`src/rtl/membus_pkg.sv`:
```
// Shared types and constants for the byte-serial memory bus arbiter.
// Holds the FSM encoding, command-byte layout and pin-drive constants.
package membus_pkg;

    typedef enum logic [2:0] {
        ST_IDLE = 3'd0,
        ST_ADDR = 3'd1,
        ST_CMD  = 3'd2,
        ST_TURN = 3'd3,
        ST_READ = 3'd4,
        ST_RESP = 3'd5
    } state_e;

    localparam int CMD_WE_POS = 0;
    localparam int CMD_ID_POS = 1;

    localparam logic [7:0] OE_DRIVE = 8'hFF;
    localparam logic [7:0] OE_FLOAT = 8'h00;

    function automatic logic [7:0] cmd_byte(input logic id, input logic we);
        logic [7:0] b;
        b = 8'h00;
        b[CMD_ID_POS] = id;
        b[CMD_WE_POS] = we;
        return b;
    endfunction

endpackage

```
`src/rtl/membus_arbiter_arb.sv`:
```
// Two-way round-robin arbiter, purely combinational.
// On contention the requester not granted last wins.
module rr_arb2 (
    input  logic [1:0] req,
    input  logic       last,
    output logic [1:0] gnt
);

    always_comb begin
        gnt = req;
        if (req == 2'b11)
            gnt = last ? 2'b01 : 2'b10;
    end

endmodule

```
`src/rtl/membus_arbiter.sv`:
```
// Arbitrates two requesters onto an 8-bit serial memory bus:
// four address bytes, a command byte, optional turnaround and read bytes.
module membus_arbiter
    import membus_pkg::*;
#(
    parameter int TA_CYCLES = 1
) (
    input  logic        clk,
    input  logic        rst_n,
    input  logic [1:0]  req,
    input  logic [31:0] addr0,
    input  logic [31:0] addr1,
    input  logic [31:0] wdata0,
    input  logic [31:0] wdata1,
    input  logic [1:0]  we,
    output logic [1:0]  ack,
    output logic [31:0] rdata,
    output logic [7:0]  ext_out,
    output logic [7:0]  ext_wd,
    output logic [7:0]  ext_oe,
    input  logic [7:0]  ext_in,
    output logic        frame,
    output logic        busy
);

    localparam logic [2:0] TA_LAST = 3'(TA_CYCLES - 1);

    state_e      r_state;
    logic [1:0]  r_idx;
    logic [2:0]  r_ta;
    logic [31:0] r_addr;
    logic [31:0] r_wdata;
    logic        r_we;
    logic        r_gid;
    logic        r_last;
    logic [31:0] r_rdata;

    logic [1:0]  w_gnt;
    logic [4:0]  w_bit;

    rr_arb2 u_arb (
        .req  (req),
        .last (r_last),
        .gnt  (w_gnt)
    );

    assign w_bit = {r_idx, 3'b000};

    always_ff @(posedge clk or negedge rst_n) begin
        if (!rst_n) begin
            r_state <= ST_IDLE;
            r_idx   <= 2'd0;
            r_ta    <= 3'd0;
            r_addr  <= 32'h0;
            r_wdata <= 32'h0;
            r_we    <= 1'b0;
            r_gid   <= 1'b0;
            r_last  <= 1'b1;
            r_rdata <= 32'h0;
        end else begin
            unique case (r_state)
                ST_IDLE: begin
                    if (|req) begin
                        r_gid   <= w_gnt[1];
                        r_addr  <= w_gnt[1] ? addr1 : addr0;
                        r_wdata <= w_gnt[1] ? wdata1 : wdata0;
                        r_we    <= w_gnt[1] ? we[1] : we[0];
                        r_idx   <= 2'd0;
                        r_state <= ST_ADDR;
                    end
                end
                ST_ADDR: begin
                    r_idx <= r_idx + 2'd1;
                    if (r_idx == 2'd3)
                        r_state <= ST_CMD;
                end
                ST_CMD: begin
                    r_ta <= 3'd0;
                    r_state <= r_we ? ST_RESP : ST_TURN;
                end
                ST_TURN: begin
                    r_ta <= r_ta + 3'd1;
                    if (r_ta == TA_LAST) begin
                        r_idx   <= 2'd0;
                        r_state <= ST_READ;
                    end
                end
                ST_READ: begin
                    r_rdata[w_bit +: 8] <= ext_in;
                    r_idx <= r_idx + 2'd1;
                    if (r_idx == 2'd3)
                        r_state <= ST_RESP;
                end
                ST_RESP: begin
                    r_last  <= r_gid;
                    r_state <= ST_IDLE;
                end
                default: r_state <= ST_IDLE;
            endcase
        end
    end

    // Pin outputs are decoded from registered state only.
    always_comb begin
        ack     = 2'b00;
        ext_out = 8'h00;
        ext_wd  = 8'h00;
        ext_oe  = OE_FLOAT;
        frame   = 1'b0;
        unique case (r_state)
            ST_ADDR: begin
                ext_out = r_addr[w_bit +: 8];
                ext_wd  = r_we ? r_wdata[w_bit +: 8] : 8'h00;
                ext_oe  = r_we ? OE_DRIVE : OE_FLOAT;
                frame   = 1'b1;
            end
            ST_CMD: begin
                ext_out = cmd_byte(r_gid, r_we);
                ext_oe  = r_we ? OE_DRIVE : OE_FLOAT;
                frame   = 1'b1;
            end
            ST_TURN: frame = 1'b1;
            ST_READ: frame = 1'b1;
            ST_RESP: ack = r_gid ? 2'b10 : 2'b01;
            default: ;
        endcase
    end

    assign busy  = (r_state != ST_IDLE);
    assign rdata = r_rdata;

endmodule

```
`config.mk`:
```
export PLATFORM = sky130hd
export DESIGN_NAME = membus_arbiter
export DESIGN_NICKNAME = d
export VERILOG_FILES = /design/src/rtl/membus_pkg.sv /design/src/rtl/membus_arbiter_arb.sv /design/src/rtl/membus_arbiter.sv
export SDC_FILE = /design/constraint.sdc
export NUM_CORES = 1
export LEC_CHECK = 0
export ABC_AREA = 1
export CAP_MARGIN = 40
export CORE_ASPECT_RATIO = 1.25
export CORE_UTILIZATION = 40
export DETAILED_ROUTE_END_ITERATION = 6
export PLACE_DENSITY_LB_ADDON = 0.25
export SLEW_MARGIN = 25
export SYNTH_ARGS = -nofsm -noshare
export SYNTH_HDL_FRONTEND = slang
export SYNTH_SLANG_ARGS = --single-unit
```
`constraint.sdc`:
```
create_clock -name clk -period 3.4 [get_ports clk]
set_input_delay 1.02 -clock clk [delete_from_list [all_inputs] [get_ports clk]]
set_output_delay 1.02 -clock clk [all_outputs]
set_load 0.005 [all_outputs]
```
* Word-level counts from Yosys, hierarchy flattened
Index checks and enable logic that the tools add are counted. W data, S select, Z words.
Operators by class: $add $sub $neg 3, eq/ne operators 11, shift-type cells 4, multiplexer cells 24, reductions and logical operators 12
Operators by type and width (count):
- $mux W32 | 2
- $shiftx A32 B6 Y8 | 2
- $bwmux W32 | 1
- $mux W8 | 4
- $shift A8 B7 Y32 const A | 1
- $shiftx A8 B7 Y32 | 1
- $pmux W8 S2 | 1
- $mux W3 | 5
- $pmux W3 S5 | 1
- $mux W2 | 6
- $ne A2 B2 Y1 const B | 4
- $neg A5 Y7 | 1
- $eq A3 B2 Y1 const B | 2
- $eq A3 B3 Y1 const B | 2
- $logic_not A3 Y1 | 2
- $pmux W2 S3 | 1
- $pmux W3 S2 | 1
- $reduce_bool A3 Y1 | 2
- $reduce_or A2 Y1 | 3
- $eq A2 B2 Y1 const B | 2
- $reduce_and A4 Y1 | 1
- $reduce_or A4 Y1 | 1
- $add A3 B1 Y3 const B | 1
- $eq A3 B1 Y1 const B | 1
- 5 further kinds | 6
Word-level totals: bits in registers 107, input port bits 142

* Logic depth before layout (Yosys ltp)
depth after elaboration 4, gate-level depth with buffers 10, depth with buffers taken out 8

* Modules after synthesis
A second synthesis with hierarchy kept.
Second synthesis, totals: cell total of the unflattened synthesis 781, area total of the unflattened synthesis 5865.6 um^2
By module, submodules not included:
- membus_arbiter | times used 1, cells an instance 776, area an instance 5844.4 um^2, sequential area each 2678.8 um^2
- rr_arb2 | times used 1, cells an instance 5, area an instance 21.3 um^2, sequential area each 0.0 um^2

* Worst setup path after synthesis
No wires, ideal clock.
path type register -> output, from register r_state[1], to output ext_oe[1], data arrival time 1380 ps, required time 2380 ps, slack 1000 ps, cell stages (with the launch flop) 7, buffers on the path 1, cells stage by stage dfrtp_1 > inv_1 > nand3_2 > inv_1 > nand2_2 > nand2_1 > buf_4
Between the ends: cells in the longest elaborated chain, start to end 3
Ends and longest elaborated chain:
- from (decl) | line membus_arbiter.sv:28 | state_e r_state;
- from (signal assigned) | line membus_arbiter.sv:79 | r_state <= r_we ? ST_RESP : ST_TURN;
- $eq A3 B2 Y1 or $eq A3 B1 Y1 (tied branches) | line membus_arbiter.sv:110 | unique case (r_state)
- $reduce_or A2 Y1 (no source line) (*)
- $mux W8 (*)
- to (decl) | line membus_arbiter.sv:20 | output logic [7:0] ext_oe,
Every way passes the cells marked *; elsewhere a longest branch is shown, timed or not.

* Final worst setup path
from register r_state[1], to output ext_wd[5]
Between the ends: cells in the longest elaborated chain, start to end 2
Ends and longest elaborated chain:
- $eq A3 B1 Y1 | line membus_arbiter.sv:110
- $mux W8 | line membus_arbiter.sv:110
- to (decl) | line membus_arbiter.sv:19 | output logic [7:0] ext_wd,
No other way between the ends.

==> tab_implementation.tex <==
\begin{tabular}{lr}
\hline
Metric & Value \\
\hline
\multicolumn{2}{l}{\textbf{Status}} \\
\quad Status & finished, violations left \\
\quad Failing checks & DRC \\
\multicolumn{2}{l}{\textbf{Clock tree}} \\
\quad Clock transition at path regs & approximately 70 ps \\
\quad Num Clock Sinks & between 100 and 150 \\
\quad Largest buffer count on any clock path & 2 \\
\quad \# H-tree levels & 3 \\
\quad Clock tree from TritonCTS & built \\
\quad Resized Gates After CTS & 0 \\
\quad Root Driver & clkbuf\_16 \\
\quad Post-CTS Setup Repair Bufs & 0 \\
\quad Cts-stage hold buffer count & 0 \\
\quad Num CTS Buffers & 9 \\
\quad Clk Latency, worst-skew pair & between 300 and 400 ps \\
\multicolumn{2}{l}{\textbf{Drt}} \\
\quad Via total after detailed routing & a little under 6000 \\
\quad Remaining DRCs & 20 \\
\quad Routed len/inst & 14.5 um \\
\quad Drt initial violations & about 300 \\
\quad Wire length after detailed routing & 17.0 mm \\
\quad Post-detailed-route count of antenna-violating nets & 0 \\
\quad Post-detailed-route via-to-cell ratio & just under 5 \\
\quad First-pass iteration count of the detailed router & 7 \\
\multicolumn{2}{l}{\textbf{STA}} \\
\quad Max-slew violation count & 0 \\
\quad Min setup slack post-route & around 150 ps \\
\quad Clock skew & between 6 and 7 ps \\
\quad Setup\_tns & 0 ps \\
\quad Worst relative slew slack & 0.536 \\
\quad Worst-case hold slack & $\sim$480 ps \\
\quad Hold violation count in the final report & 0 \\
\quad Final critical path time including I/O delays and setup & approximately 3300 ps \\
\quad RSZ-0062 raised after global routing & false \\
\quad Fmax & 308 MHz \\
\quad Final cycle utilization of the critical path & 0.956 \\
\quad Count of endpoints failing setup in the final report & 0 \\
\quad Measured slew at the worst slew-check pin & $\sim$700 ps \\
\multicolumn{2}{l}{\textbf{Layout}} \\
\quad Number of nets in the layout & about 1100 \\
\quad Signed area change from the synthesized netlist to the final layout & 40.6\% \\
\quad Fraction of final layout cells sized beyond drive strength 1 & 0.0453 \\
\quad ANT cells & 0 \\
\quad Cell area after layout & 8380 um2 \\
\quad Post-layout instance count excluding filler cells & roughly 1200 \\
\quad Util after Layout & 0.579 \\
\multicolumn{2}{l}{\textbf{Placed design}} \\
\quad Quantity of I/O buffers inserted on ports & approximately 200 \\
\quad HPWL after detailed placement & about 13 mm \\
\quad Pre-CTS WS & between 500 and 600 ps \\
\quad Placed instance area & just over 8000 um2 \\
\quad Final weighted congestion in routability-driven placement & roughly 0.86 \\
\quad Instance count after placement with tap cells included & roughly 1200 \\
\multicolumn{2}{l}{\textbf{Synth}} \\
\quad Register area share after synthesis & 0.450 \\
\quad Top cell type by total area after synthesis & dfrtp\_1 \\
\quad Netlist area before placement & between 5000 and 6000 um2 \\
\quad Fraction of synthesized cell area taken by the top area cell type & 0.445 \\
\quad Largest cells by area after synthesis & dfrtp\_1 (45\%), nand2\_1 (22\%), a21o\_1 (8.2\%) \\
\quad Synthesized area per cell & about 7.3 um2 \\
\quad Flip-flop and latch count after synthesis & $\sim$110 \\
\quad Number of instances in the synthesized netlist & slightly above 800 \\
\quad Synthesized Nets & between 900 and 1000 \\
\quad Distinct cell type count of the synthesized netlist & 24 \\
\quad Synth warnings & 0 \\
\multicolumn{2}{l}{\textbf{Worst setup path}} \\
\quad Endpoint of the lowest-slack register-to-register path & rdata[2]\$\_DFFE\_PN0P\_ \\
\quad Critical Path Source & r\_state[1]\$\_DFFE\_PN0P\_ \\
\quad Worst Path Arrival & approximately 2200 ps \\
\quad Maximum fanout encountered on the critical timing path & 9 \\
\quad Critical setup path kind & reg2out \\
\quad Launching element type of the critical path & register \\
\quad Required time worst endpoint & between 2000 and 2500 ps \\
\quad Worst setup EP type & primary output \\
\quad Reg2reg setup slack & between 1000 and 1500 ps \\
\quad Termination of the worst setup path & ext\_wd[5] \\
\quad Depth of the worst register-to-register path & 7 \\
\quad Critical R2R Launch & r\_idx[0]\$\_DFFE\_PN0P\_ \\
\multicolumn{2}{l}{\textbf{Global route}} \\
\quad Pin count of the biggest net entering global routing & 67 \\
\quad Number of antenna violations at the first check in global routing & 0 \\
\quad Number of global-route vias before repair & 5700 \\
\quad Global-route wire length before repair & 27.8 mm \\
\quad Combined global-route utilization of all metal layers & 0.226 \\
\quad Overflow after GRT & 0 \\
\multicolumn{2}{l}{\textbf{Power}} \\
\quad Net switching component of the power & 2.63 mW \\
\quad Clock share of power & 0.160 \\
\quad Largest vdd supply drop & around 330 uV \\
\quad Total power after layout & 6.55 mW \\
\quad Sequential group share of total power & 0.344 \\
\quad Internal & a little under 4 mW \\
\quad Ratio of total power to cell area & just under 800 nW/um2 \\
\quad Combinational cell fraction of total power & 0.496 \\
\quad Switching power as a share of total power & 0.401 \\
\quad P\_leak & between 3 and 4 nW \\
\multicolumn{2}{l}{\textbf{Hold path}} \\
\quad Hold Crit Class & reg2reg \\
\multicolumn{2}{l}{\textbf{Floorplan}} \\
\quad FP Rows & between 40 and 50 \\
\quad Horizontal extent of the die & between 100 and 150 um \\
\quad Ports & roughly 200 \\
\quad Die ar. & 15400 um2 \\
\quad Core Footprint & $\sim$14000 um2 \\
\quad Die extent in y & 138 um \\
\quad Starting density of the core & 0.412 \\
\multicolumn{2}{l}{\textbf{Job}} \\
\quad Max Cap Viol & 0 \\
\hline
\end{tabular}
## layer usage
metal / GRT usage / share of wire / up-vias
li1: - / - / 2947
met1: 0.276 / 0.42 / 2642
met2: 0.402 / 0.52 / 148
met3: 0.0364 / 0.043 / 24
met4: 0.0733 / 0.020 / 0
met5: 0 / 0 / -
## registers in the layout (all words and copies together) (netlist names)
register	flops
r_addr	32
r_gid	1
r_idx	2
r_last	1
r_state	3
r_ta	3
r_wdata	32
r_we	1
rdata	32
## cells in the final DEF (no fill, tap or decap), types with 8 or more instances in the layout
master / instances
nand4_1: 9
clkdlybuf4s50_1: 200
a21oi_1: 15
a21o_1: 65
clkbuf_16: 9
buf_4: 15
dfrtp_1: 106
nand2_1: 340
ha_1: 8
nor2_1: 73
nand3_1: 40
inv_1: 19
o21ai_0: 68
## synth_stat cells, drive strengths merged
| master | count |
|---|---|
| nand3 | 42 |
| buf | 42 |
| nor2 | 77 |
| o22ai | 1 |
| ha | 8 |
| clkinv | 2 |
| a21oi | 15 |
| o21ai | 68 |
| xnor2 | 1 |
| clkbuf | 11 |
| nand2 | 343 |
| dfstp | 1 |
| inv | 21 |
| nand4 | 9 |
| dfrtp | 106 |
| a21o | 65 |
## power by group through the flow
stage / logic [mW] / clock network (mW) / registers, mW
global placement: 3.23 / 0 / 2.26
detailed placement: 3.27 / 0 / 2.27
floorplan: 1.97 / 0 / 2.17
global route: 3.67 / 1.12 / 2.33
finish: 3.25 / 1.05 / 2.25
CTS: 3.29 / 1.07 / 2.25
## how the worst min path moves through the flow
stage	start	endpoint	depth (start not counted)
6_report	r_addr[10]$_DFFE_PN0P_	r_addr[10]$_DFFE_PN0P_	2
5_1_grt	r_wdata[9]$_DFFE_PN0P_	r_wdata[9]$_DFFE_PN0P_	2
4_1_cts	r_wdata[9]$_DFFE_PN0P_	r_wdata[9]$_DFFE_PN0P_	2
3_5_place_dp	r_wdata[9]$_DFFE_PN0P_	r_wdata[9]$_DFFE_PN0P_	2
3_3_place_gp	r_wdata[9]$_DFFE_PN0P_	r_wdata[9]$_DFFE_PN0P_	2
2_1_floorplan	r_addr[10]$_DFFE_PN0P_	r_addr[10]$_DFFE_PN0P_	2
## area by class of cell
cell class,instances,area [um2]
Clock buffer,10,229
Timing Repair Buffer,218,2170
Multi-Input combinational cell,629,2930
Clock inverter,6,65.1
Inverter,23,86.3
Fill cell,1389,6090
Tap cell,178,223
Sequential cell,107,2680
## cell families (layout without fill, tap and decap cells)
logic type      count (synthesis)  count (layout)  synth area share
fa+ha+maj                       8               8            0.0168
simple gates                  471             471             0.318
compound gates                149             149             0.153
flops                         107             107             0.450
xor+xnor                        1               1           0.00147
buf+inv                        76             257            0.0617
## worst max-delay path, stage by stage (launching register included)
cell and delay, ps:
dfrtp_1 470, inv_1 210, nand3_2 100, inv_1 130, nand2_2 190, a21oi_1 240
clkdlybuf4s50_1 540
Note: power is estimated with default switching activity, not from simulation.
